`src/rtl/irq_watchdog_gen.sv`:
```
`timescale 1ns/1ps
// irq_watchdog_gen
//   Periodic interrupt generator combined with a watchdog that pulses an
//   internal CPU reset.
//   Two-state controller: HOLD keeps the CPU in reset for RST_PULSE clocks,
//   then RUN lets the periodic IRQ counter and the watchdog counter run.
//   A watchdog bite in RUN returns the block to HOLD.
//
// Ports
//   clk_3       in   sole clock, rising edge
//   reset_n     in   asynchronous active-low reset
//   wdclr       in   watchdog clear strobe (synchronous)
//   wddis_n     in   low suspends watchdog counting
//   irqclr      in   interrupt acknowledge
//   reset_int_n out  internal CPU reset, active-low, registered
//   irq_n       out  interrupt request, active-low, registered
//   irq_overrun out  sticky: a tick arrived while irq_n was already low
//   bite_count  out  saturating count of watchdog bites since reset_n
module irq_watchdog_gen #(
   parameter int unsigned IRQ_PERIOD = 8192,
   parameter int unsigned WD_TIMEOUT = 24576,
   parameter int unsigned RST_PULSE  = 16,
   parameter bit          WD_ENABLE  = 1'b1
) (
   input  logic       clk_3,
   input  logic       reset_n,
   input  logic       wdclr,
   input  logic       wddis_n,
   input  logic       irqclr,
   output logic       reset_int_n,
   output logic       irq_n,
   output logic       irq_overrun,
   output logic [7:0] bite_count
);

   // Counter widths; a single-clock pulse still needs a 1-bit counter.
   localparam int unsigned IW = (IRQ_PERIOD > 1) ? $clog2(IRQ_PERIOD) : 1;
   localparam int unsigned WW = (WD_TIMEOUT > 1) ? $clog2(WD_TIMEOUT) : 1;
   localparam int unsigned PW = (RST_PULSE  > 1) ? $clog2(RST_PULSE)  : 1;

   localparam logic [IW-1:0] IRQ_LAST   = IW'(IRQ_PERIOD - 1);
   localparam logic [WW-1:0] WD_LAST    = WW'(WD_TIMEOUT - 1);
   localparam logic [PW-1:0] PULSE_LAST = PW'(RST_PULSE - 1);

   typedef enum logic {HOLD = 1'b0, RUN = 1'b1} state_e;

   state_e          state_q, state_d;
   logic [PW-1:0]   pulse_cnt_q, pulse_cnt_d;
   logic [IW-1:0]   irq_cnt_q, irq_cnt_d;
   logic [WW-1:0]   wd_cnt_q, wd_cnt_d;
   logic            irq_n_q, irq_n_d;
   logic            overrun_q, overrun_d;
   logic [7:0]      bite_cnt_q, bite_cnt_d;

   logic in_run;
   logic tick;
   logic wd_count_en;
   logic bite;
   logic active;

   assign in_run      = (state_q == RUN);
   assign tick        = in_run && (irq_cnt_q == IRQ_LAST);
   assign wd_count_en = in_run && WD_ENABLE && wddis_n;
   // wdclr outranks a bite landing on the same clock.
   assign bite        = wd_count_en && !wdclr && (wd_cnt_q == WD_LAST);
   // Counters only live while staying in RUN; entering HOLD clears them on
   // the same edge so nothing from the old run leaks into the reset pulse.
   assign active      = in_run && !bite;

   // ---------------- FSM: state register ----------------
   always_ff @(posedge clk_3 or negedge reset_n) begin
      if (!reset_n) begin
         state_q <= HOLD;
      end else begin
         state_q <= state_d;
      end
   end

   // ---------------- FSM: next state ----------------
   always_comb begin
      state_d = state_q;
      case (state_q)
         HOLD:    if (pulse_cnt_q == PULSE_LAST) state_d = RUN;
         RUN:     if (bite) state_d = HOLD;
         default: state_d = HOLD;
      endcase
   end

   // ---------------- FSM: outputs ----------------
   // RUN is encoded as 1, so the reset output is the state flop itself.
   always_comb begin
      reset_int_n = (state_q == RUN);
   end

   // ---------------- datapath next-state ----------------
   always_comb begin
      pulse_cnt_d = '0;
      if (state_q == HOLD && state_d == HOLD) begin
         pulse_cnt_d = pulse_cnt_q + 1'b1;
      end

      irq_cnt_d = '0;
      irq_n_d   = 1'b1;
      overrun_d = 1'b0;
      wd_cnt_d  = '0;
      if (active) begin
         irq_cnt_d = tick ? '0 : irq_cnt_q + 1'b1;

         // A tick beats a simultaneous acknowledge.
         if (tick)        irq_n_d = 1'b0;
         else if (irqclr) irq_n_d = 1'b1;
         else             irq_n_d = irq_n_q;

         if (tick && !irq_n_q && !irqclr) overrun_d = 1'b1;
         else if (irqclr && !tick)        overrun_d = 1'b0;
         else                             overrun_d = overrun_q;

         if (wdclr)            wd_cnt_d = '0;
         else if (wd_count_en) wd_cnt_d = wd_cnt_q + 1'b1;
         else                  wd_cnt_d = wd_cnt_q;
      end

      bite_cnt_d = bite_cnt_q;
      if (bite && bite_cnt_q != 8'hFF) begin
         bite_cnt_d = bite_cnt_q + 8'd1;
      end
   end

   // ---------------- datapath registers ----------------
   always_ff @(posedge clk_3 or negedge reset_n) begin
      if (!reset_n) begin
         pulse_cnt_q <= '0;
         irq_cnt_q   <= '0;
         wd_cnt_q    <= '0;
         irq_n_q     <= 1'b1;
         overrun_q   <= 1'b0;
         bite_cnt_q  <= 8'd0;
      end else begin
         pulse_cnt_q <= pulse_cnt_d;
         irq_cnt_q   <= irq_cnt_d;
         wd_cnt_q    <= wd_cnt_d;
         irq_n_q     <= irq_n_d;
         overrun_q   <= overrun_d;
         bite_cnt_q  <= bite_cnt_d;
      end
   end

   assign irq_n       = irq_n_q;
   assign irq_overrun = overrun_q;
   assign bite_count  = bite_cnt_q;

endmodule

```
`config.mk`:
```
export PLATFORM = sky130hd
export DESIGN_NAME = irq_watchdog_gen
export DESIGN_NICKNAME = d
export VERILOG_FILES = /design/src/rtl/irq_watchdog_gen.sv
export SDC_FILE = /design/constraint.sdc
export NUM_CORES = 1
export LEC_CHECK = 0
export ABC_CLOCK_PERIOD_IN_PS = 2000
export CORE_MARGIN = 3
export CORE_UTILIZATION = 40
export CTS_CLUSTER_SIZE = 16
export DETAILED_ROUTE_END_ITERATION = 10
export GPL_TIMING_DRIVEN = 1
export HOLD_SLACK_MARGIN = 0.08
export SLEW_MARGIN = 10
export SYNTH_ARGS = -nofsm -noshare
export SYNTH_HDL_FRONTEND = slang
export SYNTH_SLANG_ARGS = --single-unit
```
`constraint.sdc`:
```
create_clock -name clk_3 -period 2 [get_ports clk_3]
set_clock_uncertainty 0.15 [all_clocks]
set_input_delay 0.4 -clock clk_3 [delete_from_list [all_inputs] [get_ports clk_3]]
set_output_delay 0.4 -clock clk_3 [all_outputs]
set_load 0.01 [all_outputs]
```
==> out/qor.yml, run 1 <==
floorplan:
  rows: 26
  io_pins: 16
  die_w_um: 80.6
  initial_utilization_pct: 42.5
  die_y_um: 80.6
  core_um2: 5240
  die_area_um2: 6490
outcome:
  status: "finished, final reports clean"
clock_network:
  numClockSinks: 43
  clkTransAtPathRegs_ns: 0.08
  cts_max_path_buffers: 2
  clk_latency_ns: 0.29
  numCtsBuffers: 5
  clock_tree.htree_level_count: 2
  cts_tree: "yes"
  cts_root_buf: "clkbuf_8"
cells_and_area:
  stdcell_area_um2: 2770
  nFillCells: 490
  areaGrowthSynthToFinish_pct: 24.4
  drive_above_1_share_pct: 17.8
  nets: 277
  n_antenna_cell: 0
  final_util_pct: 52.8
  final_cell_count_no_fill: 339
global_route:
  grt_usage_pct: 15.9
  globalRouteMet2Util_pct: 25.2
  antenna_found_initial: 0
  met1_usage_pct: 21.9
  grt_pass1_vias: 1826
  use_met3_pct: 3.59
  grt_overflow: 0
  grt_max_degree: 44
  top_usage_layer: "met2"
  grt_pass1_wl_um: 8230
drt:
  ant_nets: 0
  vias: 1801
  drt_wl_total_um: 4600
  first_iter_violations: 79
  wl_per_cell_um: 13.6
  drc: 0
  drt-pass1-iter-count: 4
  routed_via_density: 5.31
power_and_ir_drop:
  p_per_area_nw_per_um2: 535
  switchingPower_uw: 339
  leakage_nw: 1.24
  total_power_mw: 1.48
  combPwrFrac_pct: 4.5
  swShare_pct: 22.9
  ir_drop_uv: 463
  internal_power_mw: 1.14
  pwr-share-seq_pct: 59.3
  clkPwrFrac_pct: 36.3
worst_setup_path:
  crit_arrival_ns: 1.96
  end_kind: "register"
  crit_type: "reg2reg"
  cp_data_required_time_ns: 2.03
  start_kind: "register"
  crit_fanout: 7
timing:
  fmax_ghz: 0.518
  setup_viol: 0
  fin_crit_ns: 1.93
  hold_viol: 0
  holdWs_ns: 0.309
  post-route-period-util_pct: 96.5
  rsz0062_at_grt: "true"
  finalWorstSetupSlack_ns: 0.0696
  tns_ns: 0
  drv_slew: 0
  max_slew.worst_pin.slew_ns: 0.414
  relSlewSlack_pct: 72.2
placed_design:
  gp_congestion: 0.786
  place_area_um2: 2630
  place_inst: 327
  dp_hpwl_um: 3310
  io_buffers: 15
  dp_slack_ns: -0.193
synth:
  postSynthCellCount: 224
  syn_nets: 233
  synth_edf_count: 0
  post_synth.cell_area_avg_um2: 9.93
  synth_ff_type: "dfrtp_1"
  async_reset_ff_share_pct: 100
  ys_seq_area_share_pct: 48.5
  ys_warn_count: 0
  ys_seq_elements: 43
  synth.top_cells.by_area: "dfrtp_1 (47%), xnor2_1 (4.3%), nand3_1 (4.3%), nor2_1 (3.9%), xor2_1 (3.2%)"
  synthDistinctLibCells: 40
  synth.most_common_cell: "dfrtp_1"
  synth.top_cell.area_share_pct: 47.3
  synthesis.area_um2: 2220
  yosys-top-cells-count: "dfrtp_1 (42), nor2_1 (23), nand3_1 (19)"
  synth_top_cell_by_area: "dfrtp_1"
job:
  cap_violations: 0
worst_hold_path:
  min_path_type: "reg2reg"
[sequential cells by signal, indices dropped and copies added (netlist names)]
signal / cells
wd_cnt_q: 15
bite_count: 8
pulse_cnt_q: 4
reset_int_n: 1
irq_n: 1
irq_cnt_q: 13
irq_overrun: 1
[layout by cell type, fill, tap and decap left out, drive strengths merged, types with 2 or more instances in the layout]
cell type	n
or3	4
xnor2	11
dfrtp	42
and4	2
clkinv	3
a31oi	2
nor2	23
o21ai	9
nor4	10
clkdlybuf4s50	14
buf	26
a211o	4
inv	5
xor2	8
mux2i	2
nand2	14
mux2	3
and2	3
or4	2
ha	4
and3	7
a21oi	10
nand4	10
o21bai	2
nor3	9
nand3	19
clkbuf	5
nand2b	4
[critical path, cell delays in order (launching register included)]
cell and delay [ns]:
dfrtp_1 0.44, ha_4 0.18, nand4_1 0.17, nor4_4 0.31
buf_4 0.19, nand4_1 0.10, mux2_2 0.29
[final cells by class]
| cell class | count | area [um^2] | area share (%) |
|---|---|---|---|
| clock buffers | 5 | 68.8 | 2.49 |
| clock inverters | 3 | 15.0 | 0.543 |
| inverters | 5 | 18.8 | 0.678 |
| multi-input cells | 172 | 1130 | 40.8 |
| flip-flops and latches | 43 | 1080 | 39.0 |
| well taps | 70 | 87.6 | 3.17 |
| repair buffers | 41 | 368 | 13.3 |
[metal layers]
metal / up-vias / routed length (um)
met1: 864 / 2240
met2: 24 / 2170
met5: - / 0
met3: 6 / 122
met4: 0 / 60
li1: 907 / -
[power groups by stage]
stage / Sequential, mW / Clock [mW] / Combinational [mW]
2_1_floorplan: 0.893 / 0 / 0.0180
3_3_place_gp: 0.893 / 0 / 0.0641
3_5_place_dp: 0.894 / 0 / 0.0642
4_1_cts: 0.876 / 0.570 / 0.0659
5_1_grt: 0.879 / 0.593 / 0.0746
6_report: 0.878 / 0.537 / 0.0659
[cells by family after synthesis]
| family | Yosys count | share of synthesized area [%] |
|---|---|---|
| compound gates | 33 | 9.40 |
| mux | 5 | 2.42 |
| xor+xnor | 19 | 7.48 |
| buf+inv | 9 | 1.58 |
| simple gates | 111 | 28.4 |
| flops | 43 | 48.5 |
| fa+ha+maj | 4 | 2.25 |
[path summary, 6_finish.rpt]
check / start / end / slack [ns] / cells after the start
max in group asynchronous: reset_n / irq_n / 0.97 / 3
hold / removal: irq_cnt_q[0] / irq_cnt_q[0] / 0.31 / 1
setup reg to reg: wd_cnt_q[1] / bite_count[6] / 0.07 / 6
hold reg to reg: irq_cnt_q[0] / irq_cnt_q[0] / 0.31 / 1
setup / recovery: wd_cnt_q[1] / bite_count[6] / 0.07 / 6
min in group asynchronous: reset_n / wd_cnt_q[14] / 0.47 / 3
[what timing repair did]
action / CTS / global route
hold buffers: 1 / 0
setup endpoints to repair: 0 / 18
endpoints found under the hold margin: 42 / 0
gates resized for setup: 0 / 5
setup buffers: 0 / 3
(Power assumes the default switching activity.)
==> inputs of run 2 (changes only) <==
MAX_ROUTING_LAYER = met4   (was unset)
SETUP_SLACK_MARGIN = 0.3   (was unset)
==> run 2 against run 1 <==
Setup slack better by 0.092 ns; cell count is 6.5% higher; global-route usage is 2.9 points higher; hold slack better by 0.011 ns; total power grew 1.6%; sequential power is essentially flat; core utilization is 6.9 points higher; clock power increased by 4.1%; register-to-register slack better by 0.09 ns; first-iteration DRC count shrank 15%; non-clock buffer count rose by 21.
==> out/qor.yml, run 2 (synthesis results as in run 1) <==
outcome:
  status: "finished, final reports clean"
drt:
  routed_via_density: 5.45  # +2.6%
  drt_wl_total_um: 5590  # +22%
  drc: 0  # unchanged
  ant_nets: 0  # unchanged
  first_iter_violations: 67  # -15%
  vias: 1967  # +9.2%
  wl_per_cell_um: 15.5  # +14%
  drt-pass1-iter-count: 4  # unchanged
cells_and_area:
  stdcell_area_um2: 3130  # +13%
  largest-register: "wd_cnt_q"
  final_cell_count_no_fill: 361  # +6.5%
  n_antenna_cell: 0  # unchanged
  largest_reg_flops: 15  # unchanged
  final_common_cell: "buf_4"
  final_cell_mix: "buf_4 (38), dfrtp_1 (31), nand3_1 (15)"
  drive_above_1_share_pct: 39.5  # +22 points
  areaGrowthSynthToFinish_pct: 40.7
  final_util_pct: 59.7  # +6.9 points
  seqCellArea_um2: 1090  # +1.0%
  multi_input_area_um2: 1320  # +17%
  nets: 299  # +7.9%
  nFillCells: 449  # -8.4%
floorplan:
  die_w_um: 80.6  # unchanged
  rows: 26  # unchanged
  die_area_um2: 6490  # unchanged
  die_y_um: 80.6  # unchanged
  initial_utilization_pct: 42.5  # unchanged
  io_pins: 16  # unchanged
  core_um2: 5240  # unchanged
timing:
  holdWs_ns: 0.320  # +0.0113 ns
  fin_crit_ns: 1.84  # -0.0922 ns
  post-route-period-util_pct: 91.9  # -4.6 points
  rsz0062_at_grt: "true"
  fmax_ghz: 0.544  # +5.0%
  setup_viol: 0  # unchanged
  hold_viol: 0  # unchanged
  drv_slew: 0  # unchanged
  max_slew.worst_pin.slew_ns: 0.541  # +0.127 ns
  relSlewSlack_pct: 63.9  # -8.2 points
worst_setup_path:
  crit_path_max_incr_delay_ns: 0.43  # about the same
  start_kind: "register"
  crit_cells: 5  # -1
  critPathCapture: "bite_count[6]"
  r2r_cells: 5  # -1
  crit_arrival_ns: 1.88  # -0.08 ns
  cp_data_required_time_ns: 2.04  # about the same
  slowest_stage: "dfrtp_1"
  crit_family: "simple AND/OR/NAND/NOR gates"
  r2r_start: "wd_cnt_q[13]"
  crit_fanout: 7  # unchanged
  crit_chain: "nand2b_2 -> nor4_4 -> buf_6 -> nand4_1 -> mux2_2"
  end_kind: "register"
  crit_start: "wd_cnt_q[13]"
  r2r_end: "bite_count[6]"
  regToRegSetupSlack_ns: 0.16  # +0.09 ns
  crit_type: "reg2reg"
  path_buf_inv: 1  # unchanged
global_route:
  grt_usage_pct: 18.8  # +2.9 points
  antenna_found_initial: 0  # unchanged
  grt_overflow: 0  # unchanged
  top_usage_layer: "met2"
  grt_pass1_vias: 1888  # +3.4%
  grt_pass1_wl_um: 9030  # +9.7%
  globalRouteMet2Util_pct: 29.9  # +4.6 points
  met1_usage_pct: 24.1  # +2.2 points
  grt_max_degree: 44  # unchanged
  use_met3_pct: 3.48  # -0.11 points
placed_design:
  dp_hpwl_um: 3340  # +0.72%
  gp_congestion: 0.821  # +4.4%
  place_inst: 323  # -1.2%
  place_area_um2: 2580  # -2.0%
  io_buffers: 15  # unchanged
worst_hold_path:
  min_path_type: "reg2reg"
power_and_ir_drop:
  p_per_area_nw_per_um2: 481  # -10%
  leakage_nw: 1.41  # +14%
  internal_power_mw: 1.15  # +0.33%
  combPwrFrac_pct: 4.7  # +0.2 points
  pwr-share-seq_pct: 58.2  # -1.1 points
  clkPwrFrac_pct: 37.2  # +0.9 points
  swShare_pct: 23.9  # +0.95 points
  total_power_mw: 1.50  # +1.6%
  ir_drop_uv: 258  # -44%
  switchingPower_uw: 359  # +5.8%
clock_network:
  clock_tree.htree_level_count: 2  # unchanged
  clk_latency_ns: 0.30  # about the same
  numClockSinks: 43  # unchanged
  cts_tree: "yes"
  cts_root_buf: "clkbuf_8"
  numCtsBuffers: 5  # unchanged
  clkTransAtPathRegs_ns: 0.08  # about the same
  cts_max_path_buffers: 2  # unchanged
job:
  cap_violations: 0  # unchanged
[run 2: cell types whose count changed in the layout (fill, tap and decap cells not counted), sizes merged]
cell,before,now
a211o,4,5
buf,26,47
clkdlybuf4s50,14,1
clkinv,3,1
clkinvlp,0,2
dlygate4sd2,0,13
[run 2: worst min-delay path by stage]
stage,from,endpoint,cells past startpoint
floorplan,reset_n,bite_count[0],0
global placement,irq_cnt_q[0],irq_cnt_q[0],1
detailed placement,irq_cnt_q[0],irq_cnt_q[0],1
CTS,irq_cnt_q[0],irq_cnt_q[0],1
global route,pulse_cnt_q[0],pulse_cnt_q[0],1
finish,pulse_cnt_q[0],pulse_cnt_q[0],1
[run 2: metrics by stage]
| stage | setup TNS (ns) | setup WS, ns |
|---|---|---|
| 2_1_floorplan | 0 | 0.202 |
| 3_3_place_gp | -3.11 | -0.175 |
| 3_5_place_dp | -3.77 | -0.244 |
| 4_1_cts | 0 | 0.178 |
| 5_1_grt | 0 | 0.0866 |
| 6_report | 0 | 0.162 |
[run 2: final cells by class]
type / count / area share, %
Timing Repair Buffer: 62 / 16.7
Sequential cell: 43 / 34.9
Clock inverter: 3 / 0.640
Inverter: 5 / 0.600
Tap cell: 70 / 2.80
Clock buffer: 5 / 2.20
Multi-Input combinational cell: 173 / 42.2
[run 2: layer usage]
| layer | routed length, um | vias up | part of all wire, % |
|---|---|---|---|
| met3 | 277 | 9 | 5.0 |
| met1 | 2540 | 959 | 45 |
| li1 | - | 952 | - |
| met4 | 92 | 0 | 1.6 |
| met2 | 2680 | 47 | 48 |
| met5 | 0 | - | 0 |
[run 2: power by group through the flow]
stage	clock (mW)	combinational [mW]	sequential, mW
floorplan	0	0.0183	0.893
global placement	0	0.0591	0.894
CTS	0.587	0.0686	0.876
global route	0.614	0.0798	0.876
detailed placement	0	0.0593	0.894
finish	0.559	0.0701	0.876
[run 2: repair_timing]
item	in CTS	in global routing
hold buffers	1	0
setup buffers	23	5
pin swaps	10	16
hold endpoints to repair	42	0
gates cloned	1	0
resized for setup	47	29
setup endpoints to repair	43	37
==> inputs of run 3 (changes only) <==
ABC_CLOCK_PERIOD_IN_PS = 1700   (was 2000)
clock period = 1.7 ns   (was 2 ns; I/O delays follow)
==> run 3 against run 2 <==
Register-to-register slack got worse by 0.32 ns; non-clock buffer count grew 26; via count is 3.4% higher; highest routed layer unchanged; global-route usage rose by 0.24 points; clock power rose by 72%; the flow now finishes with violations (setup timing); design area rose by 8.6%; core utilization up 5.1 points.
==> out/qor.yml, run 3 (synthesis results as in run 1) <==
outcome:
  status: "complete, but fails checks"
  violations: "setup timing"
timing:
  hold_viol: 0  # unchanged
  relSlewSlack_pct: 80.7  # +17 points
  drv_slew: 0  # unchanged
  max_slew.worst_pin.slew_ns: 0.286  # -0.255 ns
  setup_viol: 25  # +25
  post-route-period-util_pct: 109  # +17 points
  fin_crit_ns: 1.86  # +0.0169 ns
  tns_ns: -2.11  # -2.11 ns
  rsz0062_at_grt: "true"
  finalWorstSetupSlack_ns: -0.155  # -0.317 ns
  holdWs_ns: 0.313  # -0.00729 ns
  fmax_ghz: 0.539  # -0.91%
drt:
  drt_wl_total_um: 5630  # +0.72%
  vias: 2034  # +3.4%
  drc: 0  # unchanged
  ant_nets: 0  # unchanged
  first_iter_violations: 59  # -12%
  routed_via_density: 5.27  # -3.3%
  drt-pass1-iter-count: 4  # unchanged
  wl_per_cell_um: 14.6  # -5.8%
clock_network:
  clk_latency_ns: 0.30  # about the same
  clock_tree.htree_level_count: 2  # unchanged
  cts_max_path_buffers: 2  # unchanged
  cts_root_buf: "clkbuf_8"
  cts_tree: "yes"
  clkTransAtPathRegs_ns: 0.08  # about the same
  numClockSinks: 43  # unchanged
  numCtsBuffers: 5  # unchanged
cells_and_area:
  final_cell_count_no_fill: 386  # +6.9%
  largest-register: "wd_cnt_q"
  largest_reg_flops: 15  # unchanged
  n_antenna_cell: 0  # unchanged
  areaGrowthSynthToFinish_pct: 52.7
  final_common_cell: "buf_4"
  drive_above_1_share_pct: 43.0  # +3.5 points
  final_cell_mix: "buf_4 (55), dfrtp_1 (39), nor2_1 (20)"
  nets: 324  # +8.4%
worst_setup_path:
  start_kind: "register"
  cp_data_required_time_ns: 1.77  # -0.27 ns
  end_kind: "register"
  crit_fanout: 4  # -3
  crit_arrival_ns: 1.93  # +0.05 ns
  crit_type: "reg2reg"
  regToRegSetupSlack_ns: -0.16  # -0.32 ns
placed_design:
  dp_hpwl_um: 3660  # +9.7%
  place_inst: 355  # +9.9%
  gp_congestion: 0.814  # -0.86%
  io_buffers: 15  # unchanged
floorplan:
  die_y_um: 80.6  # unchanged
  io_pins: 16  # unchanged
  rows: 26  # unchanged
  initial_utilization_pct: 42.5  # unchanged
  die_area_um2: 6490  # unchanged
  die_w_um: 80.6  # unchanged
  core_um2: 5240  # unchanged
power_and_ir_drop:
  p_per_area_nw_per_um2: 617  # +28%
  ir_drop_uv: 340  # +32%
  leakage_nw: 1.61  # +14%
  total_power_mw: 2.10  # +39%
global_route:
  grt_pass1_wl_um: 9340  # +3.4%
  antenna_found_initial: 0  # unchanged
  grt_pass1_vias: 2051  # +8.6%
  grt_max_degree: 44  # unchanged
  grt_overflow: 0  # unchanged
  grt_usage_pct: 19.0  # +0.24 points
worst_hold_path:
  min_path_type: "reg2reg"
job:
  cap_violations: 0  # unchanged
## run 3: worst paths after layout
| path | from | to | cells after the start |
|---|---|---|---|
| max in group asynchronous | reset_n | irq_n | 3 |
| max | wd_cnt_q[9] | wd_cnt_q[13] | 4 |
| max reg2reg | wd_cnt_q[9] | wd_cnt_q[13] | 4 |
| min reg2reg | pulse_cnt_q[0] | pulse_cnt_q[0] | 1 |
| min | pulse_cnt_q[0] | pulse_cnt_q[0] | 1 |
| min in group asynchronous | reset_n | irq_overrun | 3 |
## run 3: worst max-delay path, cell delays in order (launching register included)
cell and delay (ns):
dfrtp_1 0.40, nand4_4 0.15, or4_4 0.54, or3_1 0.36, a21oi_1 0.17
## run 3: cell type report
| type | count | area [um^2] |
|---|---|---|
| well taps | 70 | 87.6 |
| fillers | 435 | 1840 |
| clock buffers | 6 | 72.6 |
| multi-input cells | 172 | 1330 |
| flip-flops and latches | 43 | 1080 |
| repair buffers | 88 | 742 |
| clock inverters | 2 | 60.1 |
| inverters | 5 | 18.8 |
## run 3: metal layers
layer | vias up | wire length, um | global-route usage (%)
li1 | 999 | - | -
met1 | 998 | 2630 | 24.0
met2 | 27 | 2740 | 30.0
met3 | 10 | 165 | 4.15
met4 | 0 | 97 | 6.93
met5 | - | 0 | -
## run 3: where the power goes
group          switching [mW]  internal (mW)
sequential            0.00368           1.03
clock                   0.375          0.588
combinational          0.0548         0.0475
total                   0.434           1.66
## run 3: timing repair
item,CTS,global route
setup buffers,10,12
hold buffers,1,0
endpoints found under the hold margin,42,0
setup endpoints to repair,49,41
pin swaps,15,23
gates resized for setup,76,34
## run 3: metrics by stage
step	util, %	cell area (um^2)	setup slack, ns
after floorplan	-	2250	-0.0984
after global routing	64.8	3400	-0.244
after CTS	60.6	3170	-0.123
after global placement	54.5	2850	-0.415
final	64.8	3400	-0.155
after detailed placement	54.5	2850	-0.447
